`config.mk`:
```
export PLATFORM = sky130hd
export DESIGN_NAME = spi_top
export DESIGN_NICKNAME = d
export VERILOG_FILES = /design/src/rtl/spi_top.sv
export SDC_FILE = /design/constraint.sdc
export NUM_CORES = 1
export LEC_CHECK = 0
export ABC_CLOCK_PERIOD_IN_PS = 2250
export CORE_ASPECT_RATIO = 0.5
export CORE_MARGIN = 2
export CORE_UTILIZATION = 40
export DETAILED_ROUTE_END_ITERATION = 10
export MAX_ROUTING_LAYER = met4
export PLACE_DENSITY_LB_ADDON = 0.1
export RECOVER_POWER = 100
export SETUP_SLACK_MARGIN = 0.5
export SYNTH_ARGS = -nofsm -noshare
export SYNTH_HDL_FRONTEND = slang
export SYNTH_SLANG_ARGS = --single-unit
```
`constraint.sdc`:
```
create_clock -name clk -period 2.25 [get_ports clk]
set_clock_uncertainty 0.15 [all_clocks]
set_input_delay 0.45 -clock clk [delete_from_list [all_inputs] [get_ports clk]]
set_output_delay 0.45 -clock clk [all_outputs]
set_load 0.1 [all_outputs]
```
`src/rtl/spi_top.sv`:
```
// SPI mode-0 slave that echoes each received byte on the following transfer.
// All SPI pins are oversampled in the clk domain through two-flop synchronizers.
`timescale 1ns/1ps
module spi_top (
  input  logic clk,
  input  logic rst_n,
  input  logic CS_n,
  input  logic SCLK,
  input  logic MOSI,
  output logic MISO
);

  logic       cs_s1, cs_s2;
  logic       sclk_s1, sclk_s2;
  logic       mosi_s1, mosi_s2;
  logic [7:0] rx_shift;
  logic [2:0] bit_cnt;
  logic [7:0] echo_reg;
  logic [7:0] tx_shift;

  logic       sclk_rise;
  logic       sclk_fall;
  logic [7:0] rx_next;

  assign sclk_rise = sclk_s1 & ~sclk_s2;
  assign sclk_fall = ~sclk_s1 & sclk_s2;
  assign rx_next   = {rx_shift[6:0], mosi_s2};

  always_ff @(posedge clk) begin
    if (!rst_n) begin
      cs_s1    <= 1'b1;
      cs_s2    <= 1'b1;
      sclk_s1  <= 1'b0;
      sclk_s2  <= 1'b0;
      mosi_s1  <= 1'b0;
      mosi_s2  <= 1'b0;
      rx_shift <= 8'h00;
      bit_cnt  <= 3'd0;
      echo_reg <= 8'h00;
      tx_shift <= 8'h00;
    end else begin
      cs_s1   <= CS_n;
      cs_s2   <= cs_s1;
      sclk_s1 <= SCLK;
      sclk_s2 <= sclk_s1;
      mosi_s1 <= MOSI;
      mosi_s2 <= mosi_s1;

      // Idle reload wins over any SCLK fall seen on the same cycle as CS_n rising.
      if (cs_s2) begin
        bit_cnt  <= 3'd0;
        tx_shift <= echo_reg;
      end else begin
        if (sclk_rise) begin
          rx_shift <= rx_next;
          bit_cnt  <= bit_cnt + 3'd1;
          if (bit_cnt == 3'd7)
            echo_reg <= rx_next;
        end
        if (sclk_fall) begin
          if (bit_cnt != 3'd0)
            tx_shift <= {tx_shift[6:0], 1'b0};
          else
            tx_shift <= echo_reg;
        end
      end
    end
  end

  assign MISO = tx_shift[7];

endmodule

```
==> metrics, run 1 <==
status completed; Vias per Instance 5.15; largest net degree at the start of global routing 39; mean area per synthesized cell around 9.6 um2; vias in the first global route 864; Post-Syn Area 0.00132 mm2; TritonCTS Buffers 5; simple-gate area share of the yosys netlist 20.8%; synth top area cells dfxtp_1, mux2i_1, o21ai_0, nor2b_1, nand3b_1; Synth Area in Adders 2.84%; Crit Path Max Fanout 38; clock slew at reported path FFs ~0.060 ns; drt first pass iters 4; number of synthesized register bits 32; Area Growth Syn to Fin 11.7%; Nets around 150; First DRT Iteration DRCs 27; Synth top area share 48.5%; leakage power 0.000493 uW; Fin Setup TNS 0 ns; Core Area 0.00307 mm2; Worst Setup End Kind flop; setup ws final 0.434 ns; initial antenna violation count 0; Clock Tree Buf Depth 2; multiplexer share of the synthesized area under 10%; Inst Count DP 176; Non-Filler Instances approximately 180; vias 948; Finished Cell Area ~0.0015 mm2; Starting Density 43.1%; post-synthesis compound-gate area fraction 14.3%; GRT overflow 0; pre-CTS WS 0.475 ns; Gates resized, CTS repair 0; full die area 0.00380 mm2; Syn. warnings 0; Worst-Margin Slew between 0.6 and 0.7 ns; CTS tree yes; Skew-Pair Late Insertion Delay around 0.28 ns; Max-cap violations 0; PD cells 732 mW/mm2; Slew headroom 55.3%; largest family of logic cells by synthesized area simple AND/OR/NAND/NOR gates; EDFF count, synth 0; fraction of layout cells with a size suffix above 1 around 10%; DRT antenna net count 0; H-tree depth 2; cells after synthesis around 140; routability congestion estimate from global placement 0.695; Port Buf Inserts 5; Async SR Flop Fraction 0%; Setup Fix Bufs, Post-CTS 0; RSZ-0062 raised after global routing no; first-pass GRT wire length 3.88 mm; register area share after synthesis 48.5%; peak supply drop 0.325 mV; period utilization roughly four fifths; final count of pins violating max slew 0; CTS root buf clkbuf_8; Layout Utilization 48.1%; CTS hold repair buffers 0; area leader, netlist dfxtp_1; dpl hpwl 1.50 mm; Post-synth top flop dfxtp_1; diode count 0; row cnt 14; drt total wl ~2.3 mm; Post-Synth XOR/XNOR Area 0.664%; Fmax 0.551 GHz; CP required 2.31 ns; Setup Crit Path Kind input port to flop; Hold Path Class flop to flop; library cells used by synthesis 24; WP data arrival 1.87 ns; I/O Pins 6; crit start category input port; # setup viols final 0; placed inst area 0.00139 mm2; Die Wd 85.2 um; most common cell in the netlist dfxtp_1; fin crit period between 1.5 and 2 ns; Avg WL per Cell 12.5 um; die height 44.6 um; DRC viols 0; Syn Nets ~150; Final Hold Vio Count 0; clk sink count 32; Synth top cells by count dfxtp_1, o21ai_0, nor2b_1; gr usage total around 14%
where the power goes:
group          switching [uW]  total [uW]  internal, uW  leakage (uW)
Clock                     198         447           249     0.0000455
Sequential               6.24         581           575      0.000260
Combinational            27.7        51.0          23.3      0.000188
Total                     232        1080           848      0.000493
final timing paths:
check / startpoint / to / slack [ns] / cells past startpoint
max reg2reg: bit_cnt[0] / echo_reg[4] / 0.66 / 6
max: rst_n / echo_reg[0] / 0.43 / 4
min reg2reg: mosi_s1 / mosi_s2 / 0.28 / 1
min: mosi_s1 / mosi_s2 / 0.28 / 1
through the flow:
step | hold WS, ns | total power, uW
final | 0.283 | 1080
after global routing | 0.312 | 1130
after CTS | 0.288 | 1100
after detailed placement | 0.264 | 646
after global placement | 0.249 | 646
after floorplan | 0.236 | 632
placed cells by master (no fill, tap or decap):
| cell type | count |
|---|---|
| or2_1 | 1 |
| clkdlybuf4s50_1 | 3 |
| xnor2_1 | 1 |
| nand3_1 | 8 |
| mux2i_1 | 9 |
| nor2b_1 | 10 |
| inv_1 | 2 |
| dfxtp_1 | 32 |
| buf_4 | 4 |
| o21ai_0 | 15 |
| nand3b_1 | 7 |
| ha_1 | 3 |
| nor3b_1 | 1 |
| nor4bb_2 | 1 |
| clkbuf_8 | 6 |
| clkbuf_1 | 2 |
| and2_0 | 1 |
| a21oi_1 | 1 |
| o31ai_1 | 7 |
| dlygate4sd3_1 | 1 |
| nand2b_1 | 4 |
| a31oi_1 | 7 |
| nor2_1 | 3 |
| clkbuf_2 | 2 |
| and2_1 | 3 |
| o22ai_2 | 1 |
| nand2_1 | 9 |
cells by family after synthesis:
kind of cell | count (synthesis)
multiplexers | 9
AND/OR/NAND/NOR | 48
buffers and inverters | 13
AO/OA/AOI/OAI | 31
adder cells (fa/ha/maj) | 3
XOR/XNOR | 1
flip-flops | 32
area by class of cell:
| type | count | area (um2) |
|---|---|---|
| timing repair buffer | 10 | 80.1 |
| inverter | 2 | 7.51 |
| sequential | 32 | 641 |
| clock buffer | 8 | 90.1 |
| fill | 310 | 1590 |
| tap | 40 | 50.0 |
| multi-input combinational | 92 | 606 |
worst max-delay path: stages:
cell	delay, ns
dlygate4sd3_1	0.52
clkbuf_2	0.53
nand2_1	0.18
o21ai_0	0.17
routing by layer:
metal / wire length [um] / track usage [%] / part of all wire [%]
met4: 29 / 4.76 / 1.3
met3: 87 / 6.16 / 3.8
met5: 0 / - / 0
met1: 1270 / 17.0 / 55
met2: 918 / 20.6 / 40
(Power assumes the default switching activity.)
==> inputs of run 2 (changes only) <==
- ABC_CLOCK_PERIOD_IN_PS: 2250 -> 1700
- clock period: 2.25 -> 1.7 ns (I/O delays scaled with it)
==> metrics, run 2 (synthesized netlist as in run 1, its figures left out) <==
delay-heaviest family, CP buffers and inverters; Fmax 0.660 GHz; placed inst area 0.00146 mm2 (+4.9%); Port Buf Inserts 5 (unchanged); row cnt 14 (unchanged); CP Buf/Inv Count 1 (-1); diode count 0 (unchanged); Slew headroom 42.8% (-13 points); First DRT Iteration DRCs 70 (+160%); Highest Signal Layer met4; initial antenna violation count 0 (unchanged); status completed; routability congestion estimate from global placement 0.727 (+4.7%); Starting Density 43.1% (unchanged); final count of pins violating max slew 0 (unchanged); Slowest cell on crit path buf_2; dpl hpwl 1.57 mm (+4.5%); leakage power 0.000534 uW (+8.3%); largest net degree at the start of global routing 20 (-49%); CP required 1.21 ns (-1.10 ns); period utilization between 80% and 90%; hold depth 1 (unchanged); Setup Crit Path Kind flop to output pin; DRT antenna net count 0 (unchanged); PD cells 838 mW/mm2 (+14%); Finished Cell Area 0.00167 mm2 (+13%); drt total wl 2.68 mm (+16%); CTS hold repair buffers 0 (unchanged); fin crit period 1.52 ns; Max stage delay on crit path 0.42 ns (-0.11 ns); GRT overflow 0 (unchanged); fraction of layout cells with a size suffix above 1 28.9% (+19 points); full die area 0.00380 mm2 (unchanged); Die Wd 85.2 um (unchanged); R2R cell count 6 (unchanged); filler instances 278 (-10%); Worst-Margin Slew 0.859 ns (+0.188 ns); Area Growth Syn to Fin 26.6%; WHS 0.264 ns (-0.0189 ns); Worst Hold Path EP cs_s2; gr usage total 16.1% (+2.2 points); CTS root buf clkbuf_8; peak supply drop 0.474 mV (+46%); H-tree depth 2 (unchanged); Max-cap violations 0 (unchanged); Nets 157 (+4.0%); routed wl met3 97 um (+11%); clock slew at reported path FFs 0.07 ns (about the same); Crit Path Max Fanout 2 (-95%); Final Hold Vio Count 0 (unchanged); Avg WL per Cell 14.2 um (+13%); pre-CTS WS 0.160 ns (-0.315 ns); DRC viols 0 (unchanged); Vias per Instance 5.19 (+0.74%); vias in the first global route 828 (-4.2%); drt first pass iters 4 (unchanged); TritonCTS Buffers 5 (unchanged); Clock Tree Buf Depth 2 (unchanged); crit start category flop; CP Cell Sequence buf_2; WL met1 1.51 mm (+19%); clk sink count 32 (unchanged); most common cell after layout, fill and taps aside dfxtp_1; Layout Utilization 54.5% (+6.4 points); first-pass GRT wire length 4.32 mm (+11%); Hold Path Class flop to flop; hold path startpoint cs_s1; # setup viols final 0 (unchanged); met2 wire length 1.03 mm (+12%); RSZ-0062 raised after global routing yes; WP data arrival 1.03 ns (-0.84 ns); I/O Pins 6 (unchanged); Worst Setup End Kind output pin; reg2reg start bit_cnt[0]; Skew-Pair Late Insertion Delay 0.28 ns (about the same); r2r endpoint tx_shift[3]; leading cell types in the layout, fill and taps excluded dfxtp_1, o21ai_0, nand2_1; Core Area 0.00307 mm2 (unchanged); die height 44.6 um (unchanged); Fin Setup TNS 0 ns (unchanged); setup ws final 0.185 ns (-0.249 ns); FF-to-FF setup slack 0.22 ns (-0.44 ns); vias 981 (+3.5%); CTS tree yes
-- run 2: changes by cell type in the layout (fill, tap and decap cells not counted), moves of 3 or more --
cell | before | now
ha_1 | 3 | 0
dfxtp_1 | 32 | 27
buf_6 | 0 | 3
nand3_2 | 0 | 7
o21ai_0 | 15 | 10
nand3_1 | 8 | 1
ha_4 | 0 | 3
dfxtp_4 | 0 | 4
-- run 2: worst reg2reg max path, stage by stage, from the launching register on --
cell	delay [ns]
dfxtp_4	0.36
inv_1	0.07
ha_4	0.17
nor2b_2	0.15
buf_6	0.14
o21ai_0	0.20
a31oi_1	0.11
-- run 2: layout make-up --
class | count | area [um2] | share of cell area (%)
Multi-Input combinational cell | 92 | 736 | 44.0
Sequential cell | 32 | 657 | 39.3
Timing Repair Buffer | 16 | 144 | 8.61
Clock buffer | 6 | 72.6 | 4.34
Tap cell | 40 | 50.0 | 2.99
Inverter | 2 | 7.51 | 0.449
Clock inverter | 1 | 5.00 | 0.299
-- run 2: routing by layer --
layer | vias up | GRT usage (%)
met5 | - | -
met4 | 0 | 7.62
met3 | 7 | 6.16
met2 | 12 | 18.3
met1 | 462 | 23.7
li1 | 500 | -
-- run 2: power by group --
part	switching (uW)	internal, uW
sequential	9.60	757
clock	271	278
combinational	45.6	40.0
total	326	1070
-- run 2: repair_timing --
action / 4_1_cts / 5_1_grt
gates resized for setup: 33 / 14
cloned: 2 / 0
setup buffers: 3 / 0
endpoints found under the setup margin: 27 / 24
pin swaps: 3 / 7
-- run 2: through the flow --
stage	std cells	power (uW)
CTS	189	1430
global route	189	1450
detailed placement	177	864
global placement	177	864
floorplan	137	839
finish	189	1400
-- run 2: worst max-delay path by stage --
| stage | slack, ns | cells past startpoint | from | end |
|---|---|---|---|---|
| floorplan | 0.31 | 6 | bit_cnt[1] | echo_reg[0] |
| global placement | 0.19 | 4 | rst_n | bit_cnt[0] |
| detailed placement | 0.16 | 4 | rst_n | tx_shift[6] |
| CTS | 0.27 | 5 | bit_cnt[0] | echo_reg[6] |
| global route | 0.1 | 4 | rst_n | echo_reg[6] |
| finish | 0.18 | 1 | tx_shift[7] | MISO |
==> inputs of run 3 (changes only) <==
- CAP_MARGIN: unset -> 20
- CORE_ASPECT_RATIO: 0.5 -> unset
- CORE_UTILIZATION: 40 -> 57
==> metrics, run 3 (synthesized netlist as in run 1, its figures left out) <==
dpl hpwl 1.53 mm (-2.4%); gr usage total 22.2% (+6.1 points); I/O Pins 6 (unchanged); Hold Path Class flop to flop; reg2reg start bit_cnt[0]; Skew-Pair Late Insertion Delay 0.33 ns (+0.05 ns); vias 1012 (+3.2%); Fin Setup TNS 0 ns (unchanged); status completed; CP Buf/Inv Count 1 (unchanged); hold path startpoint cs_s1; DRC viols 0 (unchanged); CP dominant cell by count ha_4; Die Wd 52.1 um (-39%); period utilization 92.0% (+2.8 points); Slowest cell on crit path dfxtp_1; RSZ-0062 raised after global routing yes; Avg WL per Cell 14.9 um (+5.6%); Max-cap violations 0 (unchanged); final count of pins violating max slew 0 (unchanged); WP data arrival 1.68 ns (+0.65 ns); hold depth 1 (unchanged); routability congestion estimate from global placement 0.740 (+1.8%); First DRT Iteration DRCs 27 (-61%); initial antenna violation count 0 (unchanged); leading cell types in the layout, fill and taps excluded dfxtp_1, nand2_1, mux2i_1; Core Area 0.00219 mm2 (-29%); Max stage delay on crit path 0.40 ns (-0.02 ns); clk sink count 32 (unchanged); CP required 1.82 ns (+0.61 ns); Worst Hold Path EP cs_s2; full die area 0.00272 mm2 (-29%); r2r endpoint echo_reg[7]; Inst Count DP 164 (-7.3%); peak supply drop 0.523 mV (+10%); filler instances 166 (-40%); TritonCTS Buffers 5 (unchanged); first-pass GRT wire length 4.20 mm (-2.7%); setup ws final 0.137 ns (-0.0482 ns); CTS root buf clkbuf_4; PD cells 811 mW/mm2 (-3.2%); crit start category flop; leakage power 0.000538 uW (+0.72%); Nets 156 (-0.64%); delay-heaviest family, CP flip-flops; Fmax 0.640 GHz (-3.1%); R2R cell count 6 (unchanged); fraction of layout cells with a size suffix above 1 27.5% (-1.3 points); die height 52.1 um (+17%); GRT overflow 0 (unchanged); diode count 0 (unchanged); H-tree depth 2 (unchanged); most common cell after layout, fill and taps aside dfxtp_1; Worst Setup End Kind flop; CP Cell Sequence ha_4 -> ha_4 -> nor4bb_4 -> buf_6 -> nand3_1 -> o21ai_1; Final Hold Vio Count 0 (unchanged); row cnt 17 (+3); # setup viols final 0 (unchanged); drt total wl 2.65 mm (-1.1%); Vias per Instance 5.72 (+10%); Crit Path Max Fanout 8 (+6); Slew headroom 77.5% (+35 points); CTS tree yes; clock slew at reported path FFs 0.10 ns (+0.03 ns); vias in the first global route 940 (+14%); Setup Crit Path Kind flop to flop; FF-to-FF setup slack 0.14 ns (-0.08 ns); pre-CTS WS 0.160 ns (+0.000262 ns); Port Buf Inserts 5 (unchanged); largest net degree at the start of global routing 24 (+20%); drt first pass iters 4 (unchanged); fin crit period 1.56 ns (+0.0482 ns); Clock Tree Buf Depth 2 (unchanged); Worst-Margin Slew 0.337 ns (-0.521 ns); Area Growth Syn to Fin 22.0%; Non-Filler Instances 177 (-6.3%); Starting Density 60.3% (+17 points); DRT antenna net count 0 (unchanged)
## run 3: cell count changes in the layout (fill, tap and decap cells not counted), sizes merged
| cell | change |
|---|---|
| dlygate4sd2 | -1 |
| clkbuf | +3 |
| buf | -2 |
| clkinv | -1 |
| dlygate4sd3 | +1 |
## run 3: how the worst max path moves through the flow
stage	startpoint	endpoint	slack, ns	cells past startpoint
2_1_floorplan	bit_cnt[1]	echo_reg[0]	0.31	6
3_3_place_gp	bit_cnt[0]	tx_shift[3]	0.22	5
3_5_place_dp	bit_cnt[0]	tx_shift[1]	0.16	5
4_1_cts	bit_cnt[0]	echo_reg[1]	0.22	6
5_1_grt	bit_cnt[0]	echo_reg[7]	0.08	6
6_report	bit_cnt[0]	echo_reg[7]	0.14	6
## run 3: power breakdown
group	leakage [uW]	internal, uW	switching (uW)
clock network	0.0000326	204	243
registers	0.000262	760	10.7
logic	0.000244	43.6	43.9
## run 3: worst reg2reg max path, stage by stage, from the launching register on
cell	delay (ns)
dfxtp_1	0.40
ha_4	0.17
ha_4	0.12
nor4bb_4	0.29
buf_6	0.20
nand3_1	0.08
o21ai_1	0.09
## run 3: final cells by class
type / instances / area, um2 / area share [%]
Multi-Input combinational cell: 92 / 718 / 44.6
Sequential cell: 32 / 651 / 40.4
Timing Repair Buffer: 15 / 140 / 8.70
Clock buffer: 8 / 58.8 / 3.65
Tap cell: 28 / 35.0 / 2.18
Inverter: 2 / 7.51 / 0.466
## run 3: what timing repair did
action,4_1_cts,5_1_grt
pin swaps,6,4
setup buffers,1,3
cloned,1,0
endpoints found under the setup margin,27,26
endpoints found under the hold margin,0,0
hold buffers,0,0
resized for setup,19,8
## run 3: metrics by stage
step | total power, uW | area [um2] | hold slack, ns | util, %
6_report | 1310 | 1610 | 0.300 | 73.5
3_3_place_gp | 861 | 1430 | 0.246 | 65.4
5_1_grt | 1350 | 1610 | 0.323 | 73.5
4_1_cts | 1300 | 1580 | 0.304 | 71.9
2_1_floorplan | 839 | 1360 | 0.236 | -
3_5_place_dp | 863 | 1430 | 0.259 | 65.4
## run 3: per-layer routing
metal	vias to the layer above	share of wire, %	global-route usage (%)
met5	-	0	-
met4	0	2.4	12.3
met3	8	3.0	6.32
met2	16	49	34.4
met1	488	46	25.9
li1	500	-	-
